## config.mk

```make
export PLATFORM = sky130hd
export DESIGN_NAME = seg7_shift_ctrl
export DESIGN_NICKNAME = d
export VERILOG_FILES = /design/src/rtl/seg7_shift_ctrl.sv
export SDC_FILE = /design/constraint.sdc
export NUM_CORES = 1
export LEC_CHECK = 0
export BUFFER_PORTS_ARGS = -buffer_cell sky130_fd_sc_hd__buf_2
export CORE_MARGIN = 2
export CORE_UTILIZATION = 59
export DETAILED_ROUTE_END_ITERATION = 10
export PLACE_DENSITY = 0.85
export SKIP_CTS_REPAIR_TIMING = 1
export SYNTH_ARGS = -nofsm -noshare
export SYNTH_HDL_FRONTEND = slang
export SYNTH_SLANG_ARGS = --single-unit
```

## constraint.sdc

```tcl
create_clock -name clk -period 8.2 [get_ports clk]
set_input_delay 0.82 -clock clk [delete_from_list [all_inputs] [get_ports clk]]
set_output_delay 0.82 -clock clk [all_outputs]
set_load 0.02 [all_outputs]
```

## src/rtl/seg7_shift_ctrl.sv

```systemverilog
// Serial 7-segment chain sequencer: captures a segment frame, shifts it out MSB-first
// on a divided serial clock, then pulses the latch enable. One request can queue behind a busy frame.
module seg7_shift_ctrl #(
    parameter int WIDTH = 64,
    parameter int DIV   = 2
) (
    input  logic             clk,
    input  logic             rst,
    input  logic             start,
    input  logic [WIDTH-1:0] pdata,
    output logic             busy,
    output logic             done,
    output logic             seg_clk,
    output logic             seg_sout,
    output logic             SEG_PEN,
    output logic             seg_clrn
);

    localparam int CW = $clog2(WIDTH) + 1;
    localparam int DW = (DIV > 1) ? $clog2(DIV) : 1;
    localparam logic [CW-1:0] LAST_BIT = CW'(WIDTH - 1);
    localparam logic [DW-1:0] DIV_END  = DW'(DIV - 1);

    typedef enum logic [1:0] {IDLE, SHIFT, LATCH} state_t;

    state_t           state_q;
    logic [WIDTH-1:0] shreg_q;
    logic [CW-1:0]    cnt_q;
    logic [DW-1:0]    dcnt_q;
    logic             pend_q;
    logic             restart_q;
    logic             busy_q;
    logic             done_q;
    logic             sclk_q;
    logic             sout_q;
    logic             pen_q;
    logic             clrn_q;
    logic             phase_end;

    assign phase_end = (dcnt_q == DIV_END);

    always_ff @(posedge clk) begin
        if (!rst) begin
            state_q   <= IDLE;
            cnt_q     <= '0;
            dcnt_q    <= '0;
            pend_q    <= 1'b0;
            restart_q <= 1'b0;
            busy_q    <= 1'b0;
            done_q    <= 1'b0;
            sclk_q    <= 1'b0;
            sout_q    <= 1'b0;
            pen_q     <= 1'b1;
            clrn_q    <= 1'b0;
        end else begin
            clrn_q <= 1'b1;
            done_q <= 1'b0;
            case (state_q)
                IDLE: begin
                    // restart_q marks the one-cycle gap after a frame whose successor
                    // was already captured on the completion edge.
                    if (restart_q || start) begin
                        if (!restart_q) begin
                            shreg_q <= pdata;
                            sout_q  <= pdata[WIDTH-1];
                        end else begin
                            sout_q  <= shreg_q[WIDTH-1];
                        end
                        restart_q <= 1'b0;
                        state_q   <= SHIFT;
                        cnt_q     <= '0;
                        dcnt_q    <= '0;
                        busy_q    <= 1'b1;
                        pen_q     <= 1'b0;
                        sclk_q    <= 1'b0;
                    end
                end
                SHIFT: begin
                    if (start) begin
                        pend_q <= 1'b1;
                    end
                    if (phase_end) begin
                        dcnt_q <= '0;
                        if (!sclk_q) begin
                            sclk_q <= 1'b1;
                        end else begin
                            sclk_q <= 1'b0;
                            cnt_q  <= cnt_q + 1'b1;
                            if (cnt_q == LAST_BIT) begin
                                state_q <= LATCH;
                                sout_q  <= 1'b0;
                            end else begin
                                shreg_q <= {shreg_q[WIDTH-2:0], 1'b0};
                                sout_q  <= shreg_q[WIDTH-2];
                            end
                        end
                    end else begin
                        dcnt_q <= dcnt_q + 1'b1;
                    end
                end
                LATCH: begin
                    if (phase_end) begin
                        dcnt_q  <= '0;
                        state_q <= IDLE;
                        busy_q  <= 1'b0;
                        pen_q   <= 1'b1;
                        done_q  <= 1'b1;
                        pend_q  <= 1'b0;
                        if (pend_q || start) begin
                            shreg_q   <= pdata;
                            restart_q <= 1'b1;
                        end
                    end else begin
                        dcnt_q <= dcnt_q + 1'b1;
                        if (start) begin
                            pend_q <= 1'b1;
                        end
                    end
                end
                default: state_q <= IDLE;
            endcase
        end
    end

    assign busy     = busy_q;
    assign done     = done_q;
    assign seg_clk  = sclk_q;
    assign seg_sout = sout_q;
    assign SEG_PEN  = pen_q;
    assign seg_clrn = clrn_q;

endmodule

```

==> flow_summary.json, run 1 <==
{
  "status": "finished clean",
  "cp_num_buf_inv": 2,
  "worstSkewPairLatency_ns": 0.34,
  "maxCapViolCount": 0,
  "synth.avg_cell_area_um2": 14.55,
  "finalMaxSlewViolations": 0,
  "critPathKind": "flop to flop",
  "initial_core_util_pct": 61.70,
  "layout_min_cycle_time_ns": 3.095,
  "p_leak_nw": 1.560,
  "hold_end": "cnt_q[1]",
  "grt_max_degree": 81,
  "fp.dieW_um": 83.15,
  "hold_class": "flop to flop",
  "worstPathRequired_ns": 8.18,
  "largest_register_ff_count": 64,
  "holdPathStages": 2,
  "regToRegSetupSlack_ns": 5.11,
  "antenna_found_initial": 0,
  "r2r-end": "shreg_q[12]",
  "layout_common_cells": "buf_2, edfxtp_1, mux2_2, dfxtp_1, mux2_1",
  "clockPowerShare_pct": 22.2,
  "num_rows": 28,
  "detail_route.wl_per_cell_um": 15.84,
  "grt_overflow": 0,
  "cts_htree_levels": 3,
  "viasPerCell": 5.658,
  "grt_pass1_wl_um": 10280,
  "nFillCells": 414,
  "die_area_mm2": 0.006914,
  "critPathLaunchType": "flop",
  "setup_viol": 0,
  "p_comb_share_pct": 28.7,
  "fmax_ghz": 0.3231,
  "yosysUniqueCellTypes": 37,
  "hpwl_um": 4134,
  "cts.sinks": 82,
  "drt_first_pass_iters": 4,
  "wl_met3_um": 459,
  "seqPwrFrac_pct": 49.2,
  "ant_nets": 0,
  "final_common_cell": "buf_2",
  "drt_wl_total_um": 6432,
  "r2r_start": "state_q[1]",
  "min_from": "cnt_q[1]",
  "skew_ns": 0.009156,
  "numCtsBuffers": 9,
  "timing.setup.tns_ns": 0,
  "place_congestion": 0.8716,
  "wl_met2_um": 3126,
  "power.internal_uw": 898.9,
  "power.density_mw_per_mm2": 294.4,
  "cts_tree": "built",
  "io_buffer_count": 72,
  "worst_pin_slew_ns": 0.9789,
  "rsz0062_at_grt": "false",
  "regMostFlops": "shreg_q",
  "detail_route.drc_violations": 0,
  "synth.net_count": 327,
  "slew_headroom_pct": 34.74,
  "hold_violations": 0,
  "area_growth_pct": 16.45,
  "drtIter0Drc": 97,
  "cpPeakStageDelay_ns": 0.61,
  "layout.nets": 399,
  "first_global_vias": 2188,
  "top_layer": "met4",
  "ys_warn_count": 0,
  "reg_top3": "shreg_q x64, cnt_q x7, state_q x2",
  "swShare_pct": 29.07,
  "drive_gt1_share_pct": 44.11,
  "root_buffer": "clkbuf_8",
  "die_height_um": 83.15,
  "critPathArrivalTime_ns": 3.08,
  "p_sw_uw": 368.4,
  "crit_path_cell_trace": "inv_1, ha_4, nor2b_1, o21ai_1, nand4b_1, a21oi_4, buf_4",
  "cp_slowest_cell": "a21oi_4",
  "clkSlewWorstSetupHoldPaths_ns": 0.08,
  "end_kind": "flop",
  "met1_length_um": 2799,
  "ioPinCount": 73,
  "vias": 2297,
  "netlist_area_mm2": 0.003696,
  "cp_max_fo": 80,
  "antennaDiodeCount": 0,
  "peakVddDrop_uv": 233.0,
  "clk_path_buf_depth": 2,
  "placeableCoreArea_mm2": 0.005991,
  "period_share_pct": 37.74,
  "grt_util_all_layers_pct": 19.10,
  "ys_seq_area_share_pct": 61.75,
  "finalPower_mw": 1.267,
  "crit_family": "compound AO/OA/AOI/OAI gates",
  "synthCells": 254,
  "reg2reg_depth": 7,
  "yosys_register_bits": 82
}
-- routing by layer --
layer | vias up | global-route usage [%]
li1 | 1106 | -
met1 | 1110 | 24.08
met2 | 79 | 30.35
met3 | 2 | 7.555
met4 | 0 | 6.259
met5 | - | 0
-- synth_stat cells --
cell      number  area share (%)
a21boi_2       1            0.30
or3b_1         1            0.24
nor4_2         3             1.0
and3_1         1            0.17
nand3_1        7            0.95
a21o_1         1            0.20
nor4b_1        2            0.47
o21ai_1        5            0.68
or4b_1         1            0.27
ha_1           6             2.0
o21ai_0        4            0.54
buf_2          6            0.81
or3_4          2            0.61
nand4_1        1            0.17
nand2_1        9            0.91
dfxtp_1       18             9.7
clkbuf_1       3            0.30
or3_1          1            0.17
nor2b_1        3            0.51
o31ai_1        2            0.41
mux2_2        49              15
buf_6          2            0.61
mux2_1        15             4.6
a311oi_1       1            0.24
a31oi_1        3            0.51
nor2_1         9            0.91
inv_1          6            0.61
nor3_1         1            0.14
nand4b_1       1            0.24
a21oi_1       12             1.6
nor4_1         2            0.34
o211ai_1       5             1.0
xnor2_1        4            0.95
mux2i_1        1            0.27
buf_4          1            0.20
edfxtp_1      64              52
nor3b_2        1            0.34
-- worst max path at each step --
stage / start / endpoint / slack, ns / cells after the start
6_report: state_q[1] / shreg_q[12] / 5.11 / 7
5_1_grt: state_q[1] / shreg_q[8] / 4.82 / 7
4_1_cts: state_q[1] / shreg_q[3] / 5.08 / 7
3_5_place_dp: state_q[1] / shreg_q[15] / 5.12 / 7
3_3_place_gp: state_q[1] / shreg_q[15] / 5.15 / 7
2_1_floorplan: rst / shreg_q[0] / 3.38 / 3
-- logic make-up (layout without fill, tap and decap cells) --
logic type | count (synthesis) | in the layout | share of synthesized area (%)
XOR/XNOR | 4 | 4 | 0.9478
adder cells (fa/ha/maj) | 6 | 6 | 2.031
AO/OA/AOI/OAI | 34 | 34 | 5.518
flip-flops | 82 | 82 | 61.75
multiplexers | 65 | 65 | 19.77
buffers and inverters | 18 | 95 | 2.539
AND/OR/NAND/NOR | 45 | 45 | 7.448
-- per-stage QoR --
step | hold WS (ns) | setup WS, ns | utilization [%] | std cells | cell area, µm²
after floorplan | 0.4621 | 3.379 | - | 254 | 3696
after global placement | 0.4751 | 5.154 | 68.61 | 390 | 4110
after detailed placement | 0.4944 | 5.116 | 68.61 | 390 | 4110
after CTS | 0.5003 | 5.079 | 71.85 | 406 | 4304
after global routing | 0.5397 | 4.816 | 71.85 | 406 | 4304
final | 0.4991 | 5.105 | 71.85 | 406 | 4304
-- power groups by stage --
stage	Combinational, mW	Clock (mW)	Sequential (mW)
after CTS	0.366	0.289	0.623
after global routing	0.397	0.301	0.631
final	0.363	0.281	0.623
after detailed placement	0.362	0	0.630
after floorplan	0.296	0	0.632
after global placement	0.353	0	0.628
-- worst min-delay path: stages, from the launching register on --
cell and delay (ns):
dfxtp_1 0.34, nand2_1 0.06, a21oi_1 0.05
-- layout make-up --
| class | count | area [µm²] | area share (%) |
|---|---|---|---|
| Clock inverter | 7 | 70.07 | 1.628 |
| Tap cell | 75 | 93.84 | 2.180 |
| Clock buffer | 9 | 123.9 | 2.878 |
| Inverter | 6 | 22.52 | 0.5233 |
| Multi-Input combinational cell | 154 | 1344 | 31.22 |
| Sequential cell | 82 | 2282 | 53.02 |
| Timing Repair Buffer | 73 | 367.9 | 8.547 |
(Power assumes the default switching activity.)
==> run 2, diff against run 1 <==
ABC_AREA = 1   (was not set)
CORE_UTILIZATION = 55   (was 59)
PLACE_DENSITY = 0.8   (was 0.85)
clock period = 2.9 ns   (was 8.2 ns; I/O delays follow)
==> flow_summary.json, run 2 <==
{
  "status": "finished clean",
  "largest_register_ff_count": 64,
  "ioPinCount": 73,
  "ys_warn_count": 0,
  "initial_core_util_pct": 57.13,
  "setup_viol": 0,
  "yosysUniqueCellTypes": 23,
  "vias": 2742,
  "cp_max_fo": 38,
  "r2r_start": "state_q[1]",
  "maxCapViolCount": 0,
  "rsz0062_at_grt": "false",
  "ys_seq_area_share_pct": 62.55,
  "r2r-end": "shreg_q[49]",
  "finalMaxSlewViolations": 0,
  "hold_class": "input pin to flop",
  "timing.setup.tns_ns": 0,
  "final_cell_area_mm2": 0.004317,
  "layout_common_cells": "nand2_1, buf_2, edfxtp_1, dfxtp_1, nor2_1",
  "antennaDiodeCount": 0,
  "root_buffer": "clkbuf_8",
  "hold_end": "seg_clrn",
  "final_common_cell": "nand2_1",
  "reg2reg_depth": 6,
  "synth_flop_cell": "edfxtp_1",
  "die_area_mm2": 0.007301,
  "placed_area_mm2": 0.004131,
  "numCtsBuffers": 9,
  "clk_path_buf_depth": 2,
  "fmax_ghz": 0.4715,
  "critPathArrivalTime_ns": 2.11,
  "grt_overflow": 0,
  "synthCells": 402,
  "detail_route.drc_violations": 0,
  "first_global_vias": 2611,
  "hold_violations": 0,
  "swShare_pct": 34.09,
  "clkSlewWorstSetupHoldPaths_ns": 0.08,
  "drt_wl_total_um": 6960,
  "worst_pin_slew_ns": 0.4766,
  "placeableCoreArea_mm2": 0.006386,
  "p_sw_mw": 1.250,
  "detail_route.wl_per_cell_um": 12.52,
  "grt_max_degree": 50,
  "slew_headroom_pct": 68.23,
  "period_share_pct": 73.13,
  "cts_htree_levels": 3,
  "grt_pass1_wl_um": 11740,
  "place_congestion": 0.8489,
  "clockPowerShare_pct": 21.8,
  "p_comb_share_pct": 30.0,
  "power.internal_mw": 2.417,
  "async_reset_ff_share_pct": 0,
  "holdPathStages": 1,
  "critPathKind": "flop to flop",
  "yosys.area_share.adder_pct": 2.058,
  "synth_xor_xnor_area_share_pct": 0,
  "synth_mux_area_share_pct": 0,
  "p_leak_nw": 1.984,
  "io_buffer_count": 72,
  "synth.avg_cell_area_um2": 9.076,
  "synth_most_common_cell": "nand2_1",
  "layout.nets": 547,
  "reg_top3": "shreg_q x64, cnt_q x7, state_q x2",
  "viasPerCell": 4.932,
  "synth_top_family_by_area": "simple AND/OR/NAND/NOR gates",
  "cts_tree": "built",
  "critPathLaunchType": "flop",
  "regMostFlops": "shreg_q",
  "netlist_area_mm2": 0.003648,
  "grt_util_all_layers_pct": 20.63,
  "power.density_mw_per_mm2": 849.5,
  "synth-simple-area-share_pct": 28.16,
  "yosys_register_bits": 82,
  "regToRegSetupSlack_ns": 0.78,
  "worstPathRequired_ns": 2.89,
  "ant_nets": 0,
  "min_from": "rst",
  "seqPwrFrac_pct": 48.2,
  "synth.net_count": 475,
  "yosys.area.top_type_share_pct": 52.67,
  "worstSkewPairLatency_ns": 0.35,
  "peakVddDrop_uv": 503.5,
  "cts.sinks": 82,
  "layout_min_cycle_time_ns": 2.121,
  "synth_compound_area_share_pct": 3.258,
  "end_kind": "flop",
  "num_rows": 29,
  "antenna_found_initial": 0,
  "synth-edff-count": 64,
  "drt_first_pass_iters": 4,
  "fp.dieW_um": 85.45,
  "area_growth_pct": 18.31,
  "skew_ns": 0.01002,
  "die_height_um": 85.45,
  "synth_area_leaders": "edfxtp_1, nand2_1, dfxtp_1",
  "drtIter0Drc": 215,
  "synth_top_area_cell": "edfxtp_1",
  "synthTopCellsByCount": "nand2_1, edfxtp_1, dfxtp_1, nor2_1, inv_1",
  "hpwl_um": 4514,
  "drive_gt1_share_pct": 23.17
}
[run 2: changes by cell type after synthesis, moves of 5 or more]
cell,change
buf_2,+5
inv_1,+8
mux2_1,-15
mux2_2,-49
nand2_1,+215
nor2_1,+9
o211ai_1,-5
o21ai_1,-5
[run 2: cells by family after synthesis]
family,Yosys count
AND/OR/NAND/NOR,259
AO/OA/AOI/OAI,22
buffers and inverters,33
adder cells (fa/ha/maj),6
flip-flops,82
[run 2: how the worst max path moves through the flow]
| stage | start | cells after the start | endpoint |
|---|---|---|---|
| 6_report | state_q[1] | 6 | shreg_q[49] |
| 5_1_grt | state_q[1] | 6 | shreg_q[49] |
| 4_1_cts | state_q[1] | 6 | shreg_q[39] |
| 3_5_place_dp | state_q[1] | 6 | shreg_q[57] |
| 3_3_place_gp | state_q[1] | 6 | shreg_q[57] |
| 2_1_floorplan | state_q[0] | 6 | shreg_q[0] |
[run 2: final cells by class]
cell class	count	area (µm²)
Tap cell	77	96.34
Inverter	18	72.57
Timing Repair Buffer	76	390.4
Clock inverter	6	57.56
Sequential cell	82	2287
Multi-Input combinational cell	287	1285
Fill cell	510	2069
Clock buffer	10	127.6
[run 2: through the flow]
step           hold WS, ns  total power [mW]  util [%]  setup WS [ns]  instances
2_1_floorplan       0.3177             2.649         -       -0.08767        402
3_3_place_gp        0.4595             2.862     64.69         0.8278        540
3_5_place_dp        0.4635             2.894     64.69         0.7824        540
4_1_cts             0.1366             3.690     67.59         0.7555        556
5_1_grt             0.1449             3.922     67.59         0.6429        556
6_report            0.1462             3.667     67.59         0.7793        556
[run 2: critical path: stages, from the launching register on]
cell	delay, ns
dfxtp_2	0.36
inv_2	0.07
ha_4	0.26
inv_4	0.30
nor2_2	0.11
nor3b_4	0.19
buf_4	0.45
[run 2: power groups by stage]
stage / clock [mW] / combinational [mW] / sequential (mW)
final: 0.798 / 1.10 / 1.77
after global routing: 0.858 / 1.27 / 1.80
after CTS: 0.809 / 1.11 / 1.77
after detailed placement: 0 / 1.10 / 1.79
after global placement: 0 / 1.08 / 1.78
after floorplan: 0 / 0.844 / 1.80
[run 2: routing by layer]
metal  global-route usage [%]  wire (µm)  share of wire [%]  up-vias
met2                    30.40       3109                 45       82
li1                         -          -                  -     1429
met3                    4.086        375                5.4       14
met4                    10.39        163                2.3        0
met1                    29.27       3311                 48     1217
met5                        0          0                  0        -
